File: config.mk
export PLATFORM = sky130hd
export DESIGN_NAME = gradient_magnitude_pipe
export DESIGN_NICKNAME = d
export VERILOG_FILES = /design/src/rtl/gradient_magnitude_pipe.sv
export SDC_FILE = /design/constraint.sdc
export NUM_CORES = 1
export LEC_CHECK = 0
export ABC_CLOCK_PERIOD_IN_PS = 2300
export BUFFER_PORTS_ARGS = -buffer_cell sky130_fd_sc_hd__buf_2
export CAP_MARGIN = 20
export CORE_ASPECT_RATIO = 0.75
export CORE_MARGIN = 2
export CORE_UTILIZATION = 30
export CTS_CLUSTER_DIAMETER = 200
export DETAILED_ROUTE_END_ITERATION = 6
export GPL_TIMING_DRIVEN = 0
export PLACE_DENSITY = 0.56
export SLEW_MARGIN = 20
export SYNTH_ARGS = -nofsm -noshare
export SYNTH_HDL_FRONTEND = slang
export SYNTH_SLANG_ARGS = --single-unit
export TNS_END_PERCENT = 50
File: constraint.sdc
create_clock -name clk -period 2.3 [get_ports clk]
set_clock_uncertainty 0.15 [all_clocks]
set_input_delay 0.345 -clock clk [delete_from_list [all_inputs] [get_ports clk]]
set_output_delay 0.345 -clock clk [all_outputs]
set_load 0.01 [all_outputs]
File: src/rtl/gradient_magnitude_pipe.sv
// -----------------------------------------------------------------------------
// gradient_magnitude_pipe
//
// Three-stage pipelined gradient-magnitude stage for the Sobel edge path.
// Converts a signed Gx/Gy pair into an unsigned magnitude, saturates it to
// OUT_W bits and hands it downstream over a valid/ready handshake. A per-frame
// count of saturated pixels is kept for threshold tuning.
//
//   S1 : |gx|, |gy|            (IN_W bits unsigned, -2^(IN_W-1) does not wrap)
//   S2 : combined magnitude    (IN_W+1 bits unsigned)
//   S3 : saturated g, sat flag (OUT_W bits)
//
// Parameters
//   IN_W  : width of signed gx/gy (two's complement)
//   OUT_W : width of unsigned g; saturation ceiling 2^OUT_W-1 (OUT_W <= IN_W)
//   MODE  : 0 = |gx|+|gy|, 1 = max + (min>>1)
//   CNT_W : width of the saturated-pixel counter
//
// Ports
//   clk        in   system clock, rising edge
//   rst_n      in   synchronous reset, active low
//   in_valid   in   gx/gy/in_sof valid
//   in_ready   out  stage accepts input this cycle (combinational)
//   in_sof     in   first pixel of frame
//   gx, gy     in   signed gradients
//   out_valid  out  g/out_sof valid
//   out_ready  in   downstream accepts
//   out_sof    out  delayed in_sof
//   g          out  saturated magnitude
//   sat_count  out  saturated pixels transferred in the current frame
//
// Optional build macro GRAD_THRESHOLD_EN adds:
//   thresh     in   edge threshold (quasi-static)
//   edge_o     out  registered (g >= thresh), aligned with g
// -----------------------------------------------------------------------------
module gradient_magnitude_pipe #(
  parameter int IN_W  = 11,
  parameter int OUT_W = 8,
  parameter int MODE  = 0,
  parameter int CNT_W = 20
) (
  input  logic                   clk,
  input  logic                   rst_n,
  input  logic                   in_valid,
  output logic                   in_ready,
  input  logic                   in_sof,
  input  logic signed [IN_W-1:0] gx,
  input  logic signed [IN_W-1:0] gy,
  output logic                   out_valid,
  input  logic                   out_ready,
  output logic                   out_sof,
  output logic [OUT_W-1:0]       g,
  output logic [CNT_W-1:0]       sat_count
`ifdef GRAD_THRESHOLD_EN
  ,
  input  logic [OUT_W-1:0]       thresh,
  output logic                   edge_o
`endif
);

  localparam logic [IN_W:0] G_MAX = {{(IN_W+1-OUT_W){1'b0}}, {OUT_W{1'b1}}};

  logic              adv;

  logic [IN_W-1:0]   ax_d, ay_d;
  logic              s1_valid_q, s1_sof_q;
  logic [IN_W-1:0]   s1_ax_q, s1_ay_q;

  logic [IN_W-1:0]   mx_d, mn_d;
  logic [IN_W:0]     mag_d;
  logic              s2_valid_q, s2_sof_q;
  logic [IN_W:0]     s2_mag_q;

  logic              sat_d;
  logic [OUT_W-1:0]  g_d;
  logic              s3_valid_q, s3_sof_q, s3_sat_q;
  logic [OUT_W-1:0]  s3_g_q;

  logic [CNT_W-1:0]  cnt_d, cnt_q;

`ifdef GRAD_THRESHOLD_EN
  logic              edge_d, edge_q;
`endif

  // Two's-complement magnitude reinterpreted as unsigned, so the most
  // negative input maps to 2^(IN_W-1) instead of wrapping.
  function automatic logic [IN_W-1:0] abs_u(input logic [IN_W-1:0] v);
    return v[IN_W-1] ? (~v + IN_W'(1)) : v;
  endfunction

  // A single advance for the whole pipe: bubbles are never squeezed out,
  // which keeps the stall behaviour trivially order-preserving.
  assign adv      = !s3_valid_q || out_ready;
  assign in_ready = adv;

  // ---------------------------------------------------------------- S1
  always_comb begin
    ax_d = abs_u(gx);
    ay_d = abs_u(gy);
  end

  always_ff @(posedge clk) begin
    if (!rst_n) begin
      s1_valid_q <= 1'b0;
      s1_sof_q   <= 1'b0;
      s1_ax_q    <= '0;
      s1_ay_q    <= '0;
    end else if (adv) begin
      s1_valid_q <= in_valid;
      s1_sof_q   <= in_valid && in_sof;
      s1_ax_q    <= ax_d;
      s1_ay_q    <= ay_d;
    end
  end

  // ---------------------------------------------------------------- S2
  always_comb begin
    mx_d = (s1_ax_q >= s1_ay_q) ? s1_ax_q : s1_ay_q;
    mn_d = (s1_ax_q >= s1_ay_q) ? s1_ay_q : s1_ax_q;
    if (MODE == 1) begin
      // min>>1 truncates toward zero
      mag_d = {1'b0, mx_d} + {2'b00, mn_d[IN_W-1:1]};
    end else begin
      mag_d = {1'b0, s1_ax_q} + {1'b0, s1_ay_q};
    end
  end

  always_ff @(posedge clk) begin
    if (!rst_n) begin
      s2_valid_q <= 1'b0;
      s2_sof_q   <= 1'b0;
      s2_mag_q   <= '0;
    end else if (adv) begin
      s2_valid_q <= s1_valid_q;
      s2_sof_q   <= s1_sof_q;
      s2_mag_q   <= mag_d;
    end
  end

  // ---------------------------------------------------------------- S3
  always_comb begin
    sat_d = (s2_mag_q > G_MAX);
    g_d   = sat_d ? {OUT_W{1'b1}} : s2_mag_q[OUT_W-1:0];
`ifdef GRAD_THRESHOLD_EN
    edge_d = (g_d >= thresh);
`endif
  end

  always_ff @(posedge clk) begin
    if (!rst_n) begin
      s3_valid_q <= 1'b0;
      s3_sof_q   <= 1'b0;
      s3_sat_q   <= 1'b0;
      s3_g_q     <= '0;
`ifdef GRAD_THRESHOLD_EN
      edge_q     <= 1'b0;
`endif
    end else if (adv) begin
      s3_valid_q <= s2_valid_q;
      s3_sof_q   <= s2_sof_q;
      s3_sat_q   <= sat_d;
      s3_g_q     <= g_d;
`ifdef GRAD_THRESHOLD_EN
      edge_q     <= edge_d;
`endif
    end
  end

  // ------------------------------------------------- saturated-pixel count
  // Counted on transfer, not on S3 load, so a stalled beat counts once.
  // A start-of-frame beat restarts the count including itself.
  always_comb begin
    cnt_d = cnt_q;
    if (s3_valid_q && out_ready) begin
      if (s3_sof_q) begin
        cnt_d = CNT_W'(s3_sat_q);
      end else if (s3_sat_q && (cnt_q != {CNT_W{1'b1}})) begin
        cnt_d = cnt_q + CNT_W'(1);
      end
    end
  end

  always_ff @(posedge clk) begin
    if (!rst_n) begin
      cnt_q <= '0;
    end else begin
      cnt_q <= cnt_d;
    end
  end

  assign out_valid = s3_valid_q;
  assign out_sof   = s3_sof_q;
  assign g         = s3_g_q;
  assign sat_count = cnt_q;
`ifdef GRAD_THRESHOLD_EN
  assign edge_o    = edge_q;
`endif

endmodule

Yosys cells after proc, flatten, opt, wreduce, memory -nomap -nowiden
Cells that the tools add are included.
{ "word_totals": {"ff_bits": 69, "latchBits": 0, "ram_bits": 0, "rom_bits": 0, "inputBits": 27, "out_inout_bits": 31, "word_cells": 32, "mem_count": 0} }
{ "op_classes": {"addsub": 4, "multipliers": 0, "div_mod_pow": 0, "order_cmp": 1, "eq_ne": 1, "shift": 0, "mux": 5, "bitwise_logic": 2, "n_reduce_logical": 7} }
{ "ops": {"columns": ["op", "n"], "rows": [
  ["20-bit two-way mux", 2],
  ["11-bit by 1-bit adder with 11-bit output, second input constant", 2],
  ["11-bit two-way mux", 2],
  ["11-bit NOT", 2],
  ["20-bit by 1-bit adder with 20-bit output, second input constant", 1],
  ["20-bit != test, second input constant", 1],
  ["11-bit by 11-bit adder with 12-bit output", 1],
  ["12-bit by 8-bit greater-than comparator with 1-bit output, second input constant", 1],
  ["8-bit two-way mux", 1],
  ["1-bit logical AND", 3],
  ["2-bit AND reduction", 1],
  ["2-bit nonzero test", 1],
  ["1-bit logical NOT", 1],
  ["1-bit logical OR", 1]
]} }

Depth between registers and ports, before layout
{ "logic_depth": {"word_depth": 4, "ltp_mapped": 8, "mapped_depth_nobuf": 8} }

Worst setup path before layout
OpenSTA, ideal clock, no wires.
{ "synth_path": {"kind": "register to register", "start": "register cnt_q[0] (netlist: sat_count[0])", "end": "register cnt_q[18] (netlist: sat_count[18])", "setup_time_ns": 0.070, "arrival_time_ns": 1.963, "t_required_ns": 2.080, "path_slack_ns": 0.117, "stages_incl_launch_ff": 6, "path_buffers": 0, "period_less_slack_ns": 2.183, "cell_sequence": "dfxtp_1 -> ha_1 -> and3_1 -> or2b_2 -> or4_2 -> a21oi_1"} }
{ "synth_via": {"elab_chain_cells": 4, "elab_cells_between_ends": 7, "cone_classes": "add/sub: 1; eq/ne: 1; mux: 2; reduce/logical: 3"} }
{ "synth_lines": {"columns": ["item", "line_no", "source"], "rows": [
  ["start, declared", "79", "logic [CNT_W-1:0] cnt_d, cnt_q;"],
  ["start signal, assigned", "187", "cnt_q <= cnt_d;"],
  ["branches (longest 4 deep; another with 20-bit by 1-bit adder with 20-bit output)", null, null]
]} }
Parallel ways; which one is timed is not known. The select of a mux whose other input is x is not followed.
A chain may end at the register's enable or synchronous reset.

Worst setup path after layout
{ "layout_path": {"start": "register cnt_q[13] (netlist: sat_count[13])", "end": "register cnt_q[15] (netlist: sat_count[15])"} }
Same word-level chain as after synthesis.

==> reports/results.ini <==
[worst_setup_path]
path_max_fanout = 6
worstSetupPathType = flop to flop
slowest_stage = nor4_1
required_ps = 2400
startpoint_type = flop
cpPeakStageDelay_ps = 530
crit_path_start = sat_count[13]
crit_path_end_kind = flop
worstPathCellList = and4_2 -> or4b_4 -> nor4_1 -> a41oi_1 -> o221ai_1
r2r_slack_ps = 90
critPathBufInv = 0
r2r-start = sat_count[13]
cp_top_family = simple AND/OR/NAND/NOR gates
worstPathArrival_ps = 2310

[sta]
grt_setup_unrepaired = false
maxSlewViolCount = 0
max_freq_ghz = 0.452
post-route-min-period_ps = 2210
period_share = 0.961
max-slew-margin-rel = 0.466
hold_violations = 0
setup_viol = 0
worstMarginPinSlew_ps = 797
worst_slack_ps = 89.9

[job]
max-cap-violations = 0

[synth]
synth_flop_cell = dfxtp_1
postSynthAreaPerCell_sq_um = 8.43
ys_types = 59
seq_area_frac_synth = 0.371
ys_warn_count = 0
syn-instance-count = 441
synth_edf_count = 0
syn_nets = 483
synthArstFlopShare = 0
ys_ff_latch = 69
syn-cell-area_sq_um = 3720

[min_path]
hold_class = input pin to flop
min-delay-start = in_valid

[place]
portBuffers = 56
pre_cts_ws_ps = -448
gp_congestion = 0.855
dp_hpwl_um = 7790
placed_area_sq_um = 4210

[route]
firstDrtPassIters = 5
detail_route.wl_per_cell_um = 15.2
ant_nets = 0
initialDrtViolationCount = 233
drc_errors = 0
wirelength_um = 10300
dr_total_vias = 3460
via_per_inst = 5.10

[floorplanning]
coreArea_sq_um = 12200
rows = 35
start_util = 0.306
die_h_um = 100
top_level_ports = 58
die_area_sq_um = 13300
die_x_um = 133

[run_status]
status = finished, final reports clean

[global_routing]
grt_use_met2 = 0.226
global_route.usage.total = 0.160
gr-total-overflow = 0
grt_pass1_vias = 3303
grt_pass1_wl_um = 16900
antenna_found_initial = 0
use_met3 = 0.0399
busiest_layer = met1
met1_usage = 0.237
grt_max_degree = 27

[clock_tree]
cts_buffers = 9
cts_tree = built
clk_pin_slew_worst_paths_ps = 50
clk_latency_ps = 330
cts_max_path_buffers = 2
clock-sinks = 69
root_buffer = clkbuf_16
htree_levels = 3

[layout]
final_nets = 551
fillCellCount = 1304
multi_input_area_sq_um = 2170
layout_common_cells = 66 x dfxtp_1, 59 x buf_2, 39 x nor2_1, 35 x a21oi_1, 32 x o21ai_0
syn_to_final_growth_pct = 21.5
seqCellArea_sq_um = 1390
drive_gt1_frac = 0.218
layout_commonest_cell = dfxtp_1
antenna_cells = 0
design_area_sq_um = 4520

[power]
ir_worst_vdd_mv = 0.376
p_leak_nw = 1.83
p_per_area_nw_per_um2 = 666

worst paths after layout:
kind / to / cells past startpoint
hold / removal: s1_valid_q / 3
hold reg to reg: s2_sof_q / 2
setup reg to reg: sat_count[15] / 5
setup / recovery: sat_count[15] / 5
repair_timing:
item | 4_1_cts | 5_1_grt
endpoints found under the setup margin | 34 | 21
resized for setup | 3 | 11
buffers inserted | 3 | 0
pin swaps | 1 | 1
hold buffers | 0 | 0
power breakdown:
group / internal, mW / total [mW] / switching (mW)
logic: 0.193 / 0.454 / 0.261
clock network: 0.749 / 1.22 / 0.474
registers: 1.28 / 1.33 / 0.0488
cell usage after synthesis, types with 3 or more instances:
library cell  count  share of area
a211oi_1         14          0.028
o41ai_1           6          0.014
a21oi_1          36          0.048
a31oi_1           6          0.010
xor2_1           12          0.028
o21ai_0          32          0.043
nand4_1           6          0.010
nand2_1          31          0.031
ha_1             14          0.047
a21o_1            3         0.0061
clkbuf_1         18          0.018
o221a_2           8          0.024
a31o_2            3         0.0071
nand3b_1          3         0.0061
o211ai_1          4         0.0081
or3_1             6          0.010
nor4_1            5         0.0084
buf_2             3         0.0040
nand3_1          27          0.036
nor3_1            8          0.011
o31ai_1           4         0.0081
o211a_1           3         0.0081
and3_1            5         0.0084
nor2b_1           4         0.0067
xnor2_1           9          0.021
buf_6             4          0.012
nor2_1           39          0.039
mux2i_1           9          0.024
dfxtp_1          69           0.37
nand2b_1          3         0.0050
inv_1            14          0.014
tightest hold or removal path, stage by stage:
cell,delay (ps)
buf_2,110
nand2_1,50
a21oi_1,50
layout make-up:
| type | count | share of cell area |
|---|---|---|
| Multi-Input combinational cell | 329 | 0.480 |
| Sequential cell | 69 | 0.307 |
| Timing Repair Buffer | 59 | 0.0670 |
| Clock buffer | 13 | 0.0554 |
| Tap cell | 166 | 0.0460 |
| Buffer | 25 | 0.0294 |
| Inverter | 16 | 0.0138 |
| Clock inverter | 2 | 0.00222 |
stage by stage:
stage	util	std cells	total power, mW	hold WS [ps]	TNS [ps]
3_5_place_dp	0.346	663	1.80	295	-4670
2_1_floorplan	-	441	1.65	282	0
5_1_grt	0.371	679	3.16	136	0
6_report	0.371	679	3.01	140	0
3_3_place_gp	0.346	663	1.79	291	-4070
4_1_cts	0.369	679	3.04	124	0
registers in the layout (all words and copies together), names as in the netlist, 8 cells and up:
signal	count
s2_mag_q	12
s1_ax_q	11
s1_ay_q	11
sat_count	20
g	8
metal layers:
layer,vias to the layer above,routed length (um)
li1,1763,-
met1,1596,5470
met2,93,4140
met3,8,608
met4,0,127
met5,-,0
logic make-up after synthesis:
| group | synth area share |
|---|---|
| buffers and inverters | 0.0535 |
| adder cells (fa/ha/maj) | 0.0525 |
| AND/OR/NAND/NOR | 0.208 |
| XOR/XNOR | 0.0494 |
| flip-flops | 0.371 |
| AO/OA/AOI/OAI | 0.238 |
| multiplexers | 0.0272 |
(Power assumes the default switching activity.)
